==> config.mk <==
export PLATFORM = sky130hd
export DESIGN_NAME = sb_packet_serializer_flat
export DESIGN_NICKNAME = d
export VERILOG_FILES = /design/src/rtl/sb_packet_serializer_if.sv /design/src/rtl/sb_packet_serializer.sv /design/src/flat_wrapper.sv
export SDC_FILE = /design/constraint.sdc
export NUM_CORES = 1
export LEC_CHECK = 0
export BUFFER_PORTS_ARGS = -buffer_cell sky130_fd_sc_hd__buf_2
export CAP_MARGIN = 30
export CORE_UTILIZATION = 57
export DETAILED_ROUTE_END_ITERATION = 8
export GPL_ROUTABILITY_DRIVEN = 0
export PLACE_DENSITY_LB_ADDON = 0.3
export SKIP_CTS_REPAIR_TIMING = 1
export SYNTH_ARGS = -nofsm -noshare
export SYNTH_HDL_FRONTEND = slang
export SYNTH_SLANG_ARGS = --single-unit
==> constraint.sdc <==
create_clock -name clk -period 2.5 [get_ports clk]
set_input_delay 0.125 -clock clk [delete_from_list [all_inputs] [get_ports clk]]
set_output_delay 0.125 -clock clk [all_outputs]
set_load 0.01 [all_outputs]
==> src/rtl/sb_packet_serializer_if.sv <==
// Sideband packet serializer bus: the parallel producer handshake on one side
// and the serial stream with its clock-enable on the other.
interface sb_packet_serializer_if #(
    parameter int WIDTH = 64
);
    logic [WIDTH-1:0] in_data;
    logic             in_data_valid;
    logic             in_data_ready;
    logic             out_data;
    logic             out_clk_en;
    logic             busy;

    // Producer / observer side
    modport master (
        output in_data, in_data_valid,
        input  in_data_ready, out_data, out_clk_en, busy
    );

    // Serializer side
    modport slave (
        input  in_data, in_data_valid,
        output in_data_ready, out_data, out_clk_en, busy
    );
endinterface

==> src/rtl/sb_packet_serializer.sv <==
// Sideband packet serializer: takes a WIDTH-bit packet, shifts it out LSB
// first with out_clk_en high for each bit, then holds the line idle for GAP
// cycles before the next packet may start. Every output is a flop fed from
// next-state logic, so nothing downstream sees a combinational glitch and
// in_data_ready has no path from in_data_valid.
module sb_packet_serializer #(
    parameter int WIDTH   = 64,
    parameter int WIDTH_W = 6,
    parameter int GAP     = 32,
    parameter int GAP_W   = 6
) (
    input  logic                   clk,
    input  logic                   rst,
    sb_packet_serializer_if.slave  sb
);

    typedef enum logic [1:0] {
        IDLE = 2'd0,
        SEND = 2'd1,
        GAP_ST = 2'd2
    } state_t;

    localparam logic [WIDTH_W-1:0] LAST_BIT = WIDTH_W'(WIDTH - 1);
    localparam logic [GAP_W-1:0]   LAST_GAP = GAP_W'(GAP - 1);

    state_t             state, state_n;
    logic [WIDTH-1:0]   sr, sr_n;
    logic [WIDTH_W-1:0] bit_cnt, bit_cnt_n;
    logic [GAP_W-1:0]   gap_cnt, gap_cnt_n;
    logic               hs;

    // Next-state decode; a handshake is only possible where ready is already high
    always_comb begin
        state_n   = state;
        sr_n      = sr;
        bit_cnt_n = bit_cnt;
        gap_cnt_n = gap_cnt;
        hs        = sb.in_data_valid && sb.in_data_ready;
        case (state)
            IDLE: begin
                if (hs) begin
                    sr_n      = sb.in_data;
                    bit_cnt_n = '0;
                    state_n   = SEND;
                end
            end
            SEND: begin
                sr_n      = sr >> 1;
                bit_cnt_n = bit_cnt + 1'b1;
                if (bit_cnt == LAST_BIT) begin
                    gap_cnt_n = '0;
                    state_n   = GAP_ST;
                end
            end
            GAP_ST: begin
                // wraps harmlessly when GAP == 2^GAP_W: we leave GAP that cycle
                gap_cnt_n = gap_cnt + 1'b1;
                if (gap_cnt == LAST_GAP) begin
                    if (hs) begin
                        sr_n      = sb.in_data;
                        bit_cnt_n = '0;
                        state_n   = SEND;
                    end else begin
                        state_n   = IDLE;
                    end
                end
            end
            default: state_n = IDLE;
        endcase
    end

    // State, counters and registered outputs, all derived from the next state
    always_ff @(posedge clk or posedge rst) begin
        if (rst) begin
            state            <= IDLE;
            sr               <= '0;
            bit_cnt          <= '0;
            gap_cnt          <= '0;
            sb.out_data      <= 1'b0;
            sb.out_clk_en    <= 1'b0;
            sb.busy          <= 1'b0;
            sb.in_data_ready <= 1'b1;
        end else begin
            state            <= state_n;
            sr               <= sr_n;
            bit_cnt          <= bit_cnt_n;
            gap_cnt          <= gap_cnt_n;
            sb.out_data      <= (state_n == SEND) && sr_n[0];
            sb.out_clk_en    <= (state_n == SEND);
            sb.busy          <= (state_n != IDLE);
            sb.in_data_ready <= (state_n == IDLE) ||
                                ((state_n == GAP_ST) && (gap_cnt_n == LAST_GAP));
        end
    end

endmodule

==> src/flat_wrapper.sv <==
// flat-port wrapper written by rule: the top's interface ports become plain ports
module sb_packet_serializer_flat 
#(
    parameter int WIDTH   = 64,
    parameter int WIDTH_W = 6,
    parameter int GAP     = 32,
    parameter int GAP_W   = 6
)
  (clk, rst, sb_in_data, sb_in_data_valid, sb_in_data_ready, sb_out_data, sb_out_clk_en, sb_busy);
  sb_packet_serializer_if #(.WIDTH(WIDTH)) sb_i ();
  input  logic clk;
  input  logic rst;
  input wire logic [$bits(sb_i.in_data)-1:0] sb_in_data;
  input wire logic [$bits(sb_i.in_data_valid)-1:0] sb_in_data_valid;
  output wire logic [$bits(sb_i.in_data_ready)-1:0] sb_in_data_ready;
  output wire logic [$bits(sb_i.out_data)-1:0] sb_out_data;
  output wire logic [$bits(sb_i.out_clk_en)-1:0] sb_out_clk_en;
  output wire logic [$bits(sb_i.busy)-1:0] sb_busy;
  assign sb_i.in_data = sb_in_data;
  assign sb_i.in_data_valid = sb_in_data_valid;
  assign sb_in_data_ready = sb_i.in_data_ready;
  assign sb_out_data = sb_i.out_data;
  assign sb_out_clk_en = sb_i.out_clk_en;
  assign sb_busy = sb_i.busy;
  sb_packet_serializer #(.WIDTH(WIDTH), .WIDTH_W(WIDTH_W), .GAP(GAP), .GAP_W(GAP_W)) u_core (.clk(clk), .rst(rst), .sb(sb_i));
endmodule
# --- After elaboration in Yosys (flattened, before gate mapping) ---
# Cells that the tools add are included.
# W data, S select, Z words.
totals:
  out_inout_bits: 4
  input_bits: 67
  elab_cells: 41
  regBits: 82
classes:
  n_reduce_logical: 9
  addsub: 2
  n_eq_ne: 8
  mux: 13
op_table:
  columns: ["op", "count"]
  rows:
  - ["$pmux W64 S3", 1]
  - ["$mux W64", 2]
  - ["$mux W6", 3]
  - ["$pmux W6 S3", 1]
  - ["$add A6 B1 Y6 const B", 2]
  - ["$eq A6 B5 Y1 const B", 2]
  - ["$pmux W6 S2", 1]
  - ["$eq A6 B6 Y1 const B", 1]
  - ["$mux W2", 3]
  - ["$pmux W2 S3", 1]
  - ["$eq A2 B1 Y1 const B", 2]
  - ["$eq A2 B2 Y1 const B", 2]
  - ["$logic_not A2 Y1", 2]
  - ["$logic_and A1 B1 Y1", 3]
  - ["$reduce_bool A3 Y1", 1]
  - ["$ne A2 B1 Y1 const B", 1]
  - ["$reduce_and A2 Y1", 1]
  - ["$reduce_bool A2 Y1", 1]
  - ["$logic_or A1 B1 Y1", 1]
  - ["$mux W1", 1]

# --- Logic depth before layout (Yosys ltp) ---
# Gate-level depths: netlist (run 1).
depth:
  word_depth: 7
  depth_mapped: 9
  depth_no_buf: 8

# --- Least setup slack after synthesis (run 1) ---
# OpenSTA, ideal clock, no wires.
synth_timing:
  path_kind: "register to register"
  start: "register u_core.state[0]"
  end: "register u_core.sb.in_data_ready"
  setup_time_ns: 0.097
  required_time_ns: 2.403
  slack_ns: 0.609
  period_less_slack_ns: 1.891
  arrival_ns: 1.793
  path_stages_with_launch: 9
  path_buffers: 0
  cell_sequence: "dfrtp_1 > inv_1 > ha_1 > and4_1 > a22oi_4 > o21ai_1 > o21ai_0 > nand2_1 > o41ai_2"
synth_via:
  elab_chain_cells: 5
  elab_cells_between_ends: 13
  classes_between: "eq/ne: 4; mux: 5; reduce/logical: 4"
synth_lines:
  columns: ["item", "line", "source"]
  rows:
  - ["from (decl)", "sb_packet_serializer.sv:26", "state_t state, state_n;"]
  - ["from (signal assigned)", "sb_packet_serializer.sv:84", "state <= state_n;"]
  - ["$eq A2 B2 Y1 / $eq A2 B1 Y1 (equally long branches)", "sb_packet_serializer.sv:39", "case (state)"]
  - ["$pmux W6 S2 (*)", "sb_packet_serializer.sv:39", null]
  - ["via u_core.gap_cnt_n[2]", "sb_packet_serializer.sv:29", "logic [GAP_W-1:0] gap_cnt, gap_cnt_n;"]
  - ["$eq A6 B5 Y1 (*)", "sb_packet_serializer.sv:92", "((state_n == GAP_ST) && (gap_cnt_n == LAST_GAP));"]
  - ["$logic_and A1 B1 Y1 (*)", "sb_packet_serializer.sv:92", null]
  - ["$logic_or A1 B1 Y1 (*)", "sb_packet_serializer.sv:91", "sb.in_data_ready <= (state_n == IDLE) ||"]
  - ["to (signal assigned)", "sb_packet_serializer.sv:91", null]
  - ["to (decl)", "sb_packet_serializer_if.sv:22", "output in_data_ready, out_data, out_clk_en, busy"]
# The timed path passes the listed nets; every way through them passes the cells marked *.
# A chain may end at the register's enable or synchronous reset.

# --- Worst setup path after layout (run 1) ---
layout_timing:
  start: "register u_core.state[0]"
  end: "register u_core.sr[18]"
layout_via:
  elab_chain_cells: 3
  elab_cells_between_ends: 7
  classes_between: "eq/ne: 3; mux: 1; reduce/logical: 3"
layout_lines:
  columns: ["item", "line", "source"]
  rows:
  - ["$eq A2 B2 Y1, or another cell as far along", "sb_packet_serializer.sv:39", null]
  - ["$ne A2 B1 Y1 (no line) / $reduce_bool A3 Y1 (equally long branches)", null, null]
  - ["$reduce_and A2 Y1 (no line)", null, null]
  - ["to (signal assigned)", "sb_packet_serializer.sv:85", "sr <= sr_n;"]
  - ["to (decl)", "sb_packet_serializer.sv:27", "logic [WIDTH-1:0] sr, sr_n;"]
# Parallel ways exist; a longest one is shown, timed or not.

==> results of run 1 <==
-- final cells by class --
cell class	instances	area [um^2]
Sequential cell	82	2050
Clock buffer	9	124
Fill cell	683	2560
Tap cell	102	128
Multi-Input combinational cell	469	2360
Clock inverter	7	76.3
Inverter	7	27.5
Timing Repair Buffer	84	483
-- cells by family after synthesis --
logic type | Yosys count
AOI/OAI and AO/OA | 224
xor gates and xnor gates | 1
adders and majority gates | 7
buffers and inverters | 49
DFF | 82
muxes | 4
and+or+nand+nor | 233
-- cells in the final DEF (no fill, tap or decap), types with 3 or more instances in the layout --
master    count
ha_1          6
a31oi_1       4
nor3_1        3
buf_4        11
nand3_1       6
buf_2        70
dfrtp_1      81
nor2_1        5
clkbuf_8      9
and2_1        4
a21oi_1     130
and3_1        3
nand2b_1      3
o21ai_0      11
o21ai_1      50
nand2_1     201
o21ai_2      14
inv_1         6
-- routing by layer --
layer	part of all wire (%)	up-vias	global-route usage (%)
met5	0	-	0
met4	1.0	0	7.81
li1	-	2135	-
met2	49	106	43.8
met1	46	2047	35.5
met3	4.0	10	3.28
-- where the power goes --
part,internal [mW],total [mW],switching (mW)
clock,0.468,0.976,0.508
sequential,1.86,2.26,0.402
combinational,0.881,2.23,1.34
total,3.21,5.46,2.25
-- path summary, 6_finish.rpt --
path	slack [ns]	to	cells past startpoint
min in group asynchronous	0.32	u_core.gap_cnt[1]	3
hold / removal	0.16	u_core.sr[16]	5
setup / recovery	0.32	u_core.sr[18]	6
setup reg to reg	0.32	u_core.sr[18]	6
max in group asynchronous	1.53	u_core.sr[60]	4
hold reg to reg	0.52	u_core.sr[9]	2
-- stage by stage --
| step | std cells | power, mW |
|---|---|---|
| 2_1_floorplan | 600 | 3.94 |
| 3_3_place_gp | 743 | 4.38 |
| 3_5_place_dp | 743 | 4.50 |
| 4_1_cts | 759 | 5.48 |
| 5_1_grt | 760 | 5.93 |
| 6_report | 760 | 5.46 |
-- flip-flops by register name, summed over array words and instances, names as in the netlist --
signal                   count
u_core.sb.in_data_ready      1
u_core.gap_cnt               6
u_core.sb.out_clk_en         1
u_core.state                 2
u_core.sb.busy               1
u_core.sb.out_data           1
u_core.sr                   64
u_core.bit_cnt               6
-- worst min-delay path, stage by stage --
cell     delay (ns)
buf_2          0.10
nand2_1        0.04
a21oi_1        0.05
a21oi_1        0.11
o21ai_1        0.06
==> results.cfg, run 1 <==
[run]
max-cap-violations = 0

[outcome]
status = finished clean

[critical_path]
worstSetupStartpointType = register
worstPathMaxFanout = 18
worst-setup-path-type = reg -> reg
path_cells = inv_1 -> ha_1 -> a21boi_4 -> or3_2 -> buf_4 -> o21ai_1
path_delay_family = simple AND/OR/NAND/NOR gates
crit-reg2reg-launch = u_core.state[0]
worst-path-buf-inv = 2
slowest_stage = or3_2
slowest_delay_ns = 0.59
critPathRequiredTime_ns = 2.78
end_kind = register
startpoint = u_core.state[0]
worst_ep_arrival_time_ns = 2.47

[cts]
clkSinkCount = 82
path_clk_slew_ns = 0.10
numCtsBuffers = 9
ctsLongestPathBuffers = 2
clk_latency_ns = 0.35
ctsHtreeMaxLevel = 3
ctsRootBufferMaster = clkbuf_8
cts_tree = yes

[yosys]
yosysSeqAreaShare_pct = 44.2
synth_most_common_cell = nand2_1
ys.warnings.count = 0
synthArstFlopShare_pct = 100
synthSimpleGateAreaFrac_pct = 20.2
synth_top_family_by_area = compound AO/OA/AOI/OAI gates
syn-num-nets = 674
avgSynthCellArea_um2 = 7.75
synth_mux_area_share_pct = 0.915
synth_fa_ha_area_share_pct = 1.88
synth_compound_area_share_pct = 27.1
synth-edff-count = 0
synthXorXnorAreaFrac_pct = 0.188
synth.distinct_cells = 40
synth.largest_area_cell = dfrtp_1
synth_area_mm2 = 0.00465
netlist_instances = 600
ys.flop_type = dfrtp_1
ys_seq_elements = 82
synthTopCellsByCount = nand2_1 (202), a21oi_1 (130), dfrtp_1 (81)
synth_area_leaders = dfrtp_1 (44%), nand2_1 (16%), a21oi_1 (14%)
synth_top_area_share_pct = 43.6

[sta]
grt_setup_unrepaired = false
max_freq_ghz = 0.459
fin_skew_ns = 0.0139
slew_viol_final = 0
setup_viol = 0
hold_ws_ns = 0.163
tightest_slew_ns = 0.659
setup_tns_ns = 0
period_minus_slack_ns = 2.18
fin_ws_ns = 0.319
finalHoldViolations = 0
fin_crit_sh_pct = 87.2
slew_headroom_pct = 55.6

[floorplan]
row_count = 32
core_area_mm2 = 0.00781
ios = 71
dieArea_mm2 = 0.00852
fp.dieW_um = 92.3
chipHeight_um = 92.3
start_util_pct = 59.6

[route]
viasPerCell = 5.66
drc = 0
routed_wl_um = 10400
drt-wirelength-per-cell_um = 13.7
ant_nets = 0
drt-pass1-iter-count = 5
drt-initial-drc-count = 276
vias = 4298

[place]
place_area_mm2 = 0.00504
port_buffers = 70
place_hpwl_um = 6730
dp_slack_ns = 0.322

[grt]
grt_pass1_wl_um = 18100
overflow = 0
grt_use_total_pct = 26.1
grt_start_max_net_pins = 64
grt_pass1_vias = 3957
antenna_found_initial = 0

[pwr]
max-vdd-ir-drop_v = 0.000554
p_per_area_mw_per_mm2 = 1040
p_leak_nw = 2.34

[cells_and_area]
layout-drive-gt1-share_pct = 19.8
fin_nets = 727
finish.instance_area_mm2 = 0.00525
fin_util_pct = 67.3
area_delta_synth_final_pct = 12.9
diodes = 0

[worst_hold_path]
hold_start = sb_in_data[16]
hp-class = in -> reg
Note: power is estimated with default switching activity, not from simulation.
==> inputs of run 2 (changes only) <==
--- a/config.mk
+++ b/config.mk
@@ -8,5 +8,5 @@
 export BUFFER_PORTS_ARGS = -buffer_cell sky130_fd_sc_hd__buf_2
 export CAP_MARGIN = 30
-export CORE_UTILIZATION = 57
+export CORE_UTILIZATION = 45
 export DETAILED_ROUTE_END_ITERATION = 8
 export GPL_ROUTABILITY_DRIVEN = 0
@@ -16,2 +16,3 @@
 export SYNTH_HDL_FRONTEND = slang
 export SYNTH_SLANG_ARGS = --single-unit
+export TNS_END_PERCENT = 30
==> constraint.sdc (replaced) <==
create_clock -name clk -period 2.5 [get_ports clk]
set_input_delay 0.25 -clock clk [delete_from_list [all_inputs] [get_ports clk]]
set_output_delay 0.25 -clock clk [all_outputs]
set_load 0.01 [all_outputs]
==> run 2 against run 1 <==
Die area is 26% higher. Setup slack got worse by 0.079 ns. Sequential cell count unchanged. Largest cell class unchanged. Register-to-register slack lost 0.08 ns. Non-clock buffer count fell by 2. Routed wire length up 3.9%. Via count hardly changed. Design area rose by 1.5%. Core utilization fell by 13 points.
==> results.cfg, run 2 (same netlist as run 1, synthesis figures left out) <==
[outcome]
status = finished clean

[floorplan]
ios = 71
dieArea_mm2 = 0.0107
fp.dieW_um = 104
row_count = 36
start_util_pct = 46.9
core_area_mm2 = 0.00991
chipHeight_um = 104

[run]
max-cap-violations = 0

[critical_path]
slowest_delay_ns = 0.64
slowest_stage = or3_2
reg2reg_depth = 6
worstPathMaxFanout = 16
end_kind = register
path_delay_family = simple AND/OR/NAND/NOR gates
critPathRequiredTime_ns = 2.77
ff2ff_setup_slack_ns = 0.24
worstSetupStartpointType = register
r2r_end = u_core.sr[28]
crit-reg2reg-launch = u_core.state[0]
worst_ep_arrival_time_ns = 2.53
worst-setup-path-type = reg -> reg
path_cells = inv_1 -> ha_1 -> a21boi_4 -> or3_2 -> buf_4 -> o21ai_1
worst-path-buf-inv = 2

[cells_and_area]
fin_nets = 725
seq_area_mm2 = 0.00205
top_register = u_core.sr
multi_input_area_mm2 = 0.00236
fill_cells = 978
largest_reg_flops = 64
layout-drive-gt1-share_pct = 19.5
layout_commonest_cell = nand2_1
diodes = 0
stdcell_count = 789
layout_common_cells = nand2_1 (201), a21oi_1 (130), dfrtp_1 (81), buf_2 (70), o21ai_1 (50)
top_regs = u_core.sr (64), u_core.bit_cnt (6), u_core.gap_cnt (6)
finish.instance_area_mm2 = 0.00533
area_delta_synth_final_pct = 14.6

[place]
place_hpwl_um = 7100
place_area_mm2 = 0.00512
port_buffers = 70
dpl.cell_count = 773

[route]
drt-initial-drc-count = 288
drt-wirelength-per-cell_um = 13.7
ant_nets = 0
vias = 4294
routed_wl_um = 10800
viasPerCell = 5.44
drc = 0
drt-pass1-iter-count = 5

[grt]
grt_start_max_net_pins = 64
overflow = 0
antenna_found_initial = 0
grt_pass1_vias = 4147
grt_use_total_pct = 20.8
grt_pass1_wl_um = 18500

[sta]
setup_viol = 0
tightest_slew_ns = 0.743
max_freq_ghz = 0.443
finalHoldViolations = 0
slew_headroom_pct = 50.4
fin_skew_ns = 0.00664
fin_crit_sh_pct = 90.4
setup_tns_ns = 0
slew_viol_final = 0
period_minus_slack_ns = 2.26
grt_setup_unrepaired = false

[cts]
numCtsBuffers = 9
ctsLongestPathBuffers = 2
cts_tree = yes
ctsRootBufferMaster = clkbuf_8
clk_latency_ns = 0.34
clkSinkCount = 82
path_clk_slew_ns = 0.08
ctsHtreeMaxLevel = 3

[worst_hold_path]
hp-class = in -> async

[pwr]
power_mw = 5.48
p_per_area_mw_per_mm2 = 1030
p_leak_nw = 2.35
max-vdd-ir-drop_v = 0.000450
## run 2: changes by cell type in the layout (fill, tap and decap cells not counted)
| cell | delta |
|---|---|
| buf_12 | +4 |
| clkinv_4 | -1 |
| inv_6 | -2 |
| dlygate4sd3_1 | -1 |
| clkbuf_1 | +1 |
| clkbuf_8 | +2 |
| buf_4 | -5 |
## run 2: per-stage QoR
| step | setup slack (ns) | hold slack, ns | utilization (%) |
|---|---|---|---|
| final | 0.240 | 0.00674 | 53.8 |
| after global routing | 0.127 | 0.0647 | 53.8 |
| after CTS | 0.242 | 0.0204 | 53.8 |
| after detailed placement | 0.250 | 0.406 | 51.7 |
| after global placement | 0.365 | 0.397 | 51.7 |
| after floorplan | 0.143 | 0.470 | - |
## run 2: layer usage
| metal | wire length, um | track usage [%] |
|---|---|---|
| met1 | 4860 | 27.1 |
| met2 | 5260 | 34.7 |
| met3 | 526 | 3.46 |
| met4 | 180 | 7.97 |
| met5 | 0 | 0 |
## run 2: area by class of cell
type / count / share of cell area [%]
well taps: 133 / 3.12
multi-input cells: 469 / 44.3
clock inverters: 4 / 0.939
inverters: 7 / 0.517
flip-flops and latches: 82 / 38.5
clock buffers: 12 / 2.91
repair buffers: 82 / 9.68
## run 2: worst max path at each step
stage,cells past startpoint,slack [ns],endpoint,from
detailed placement,6,0.25,u_core.sr[29],u_core.state[0]
floorplan,1,0.14,u_core.bit_cnt[0],rst
CTS,6,0.24,u_core.sr[28],u_core.state[0]
finish,6,0.24,u_core.sr[28],u_core.state[0]
global route,7,0.13,u_core.bit_cnt[5],u_core.state[0]
global placement,6,0.36,u_core.sr[31],u_core.state[0]
## run 2: power breakdown
part           internal, mW  switching, mW
logic                 0.889           1.35
registers              1.86          0.401
clock network         0.515          0.473
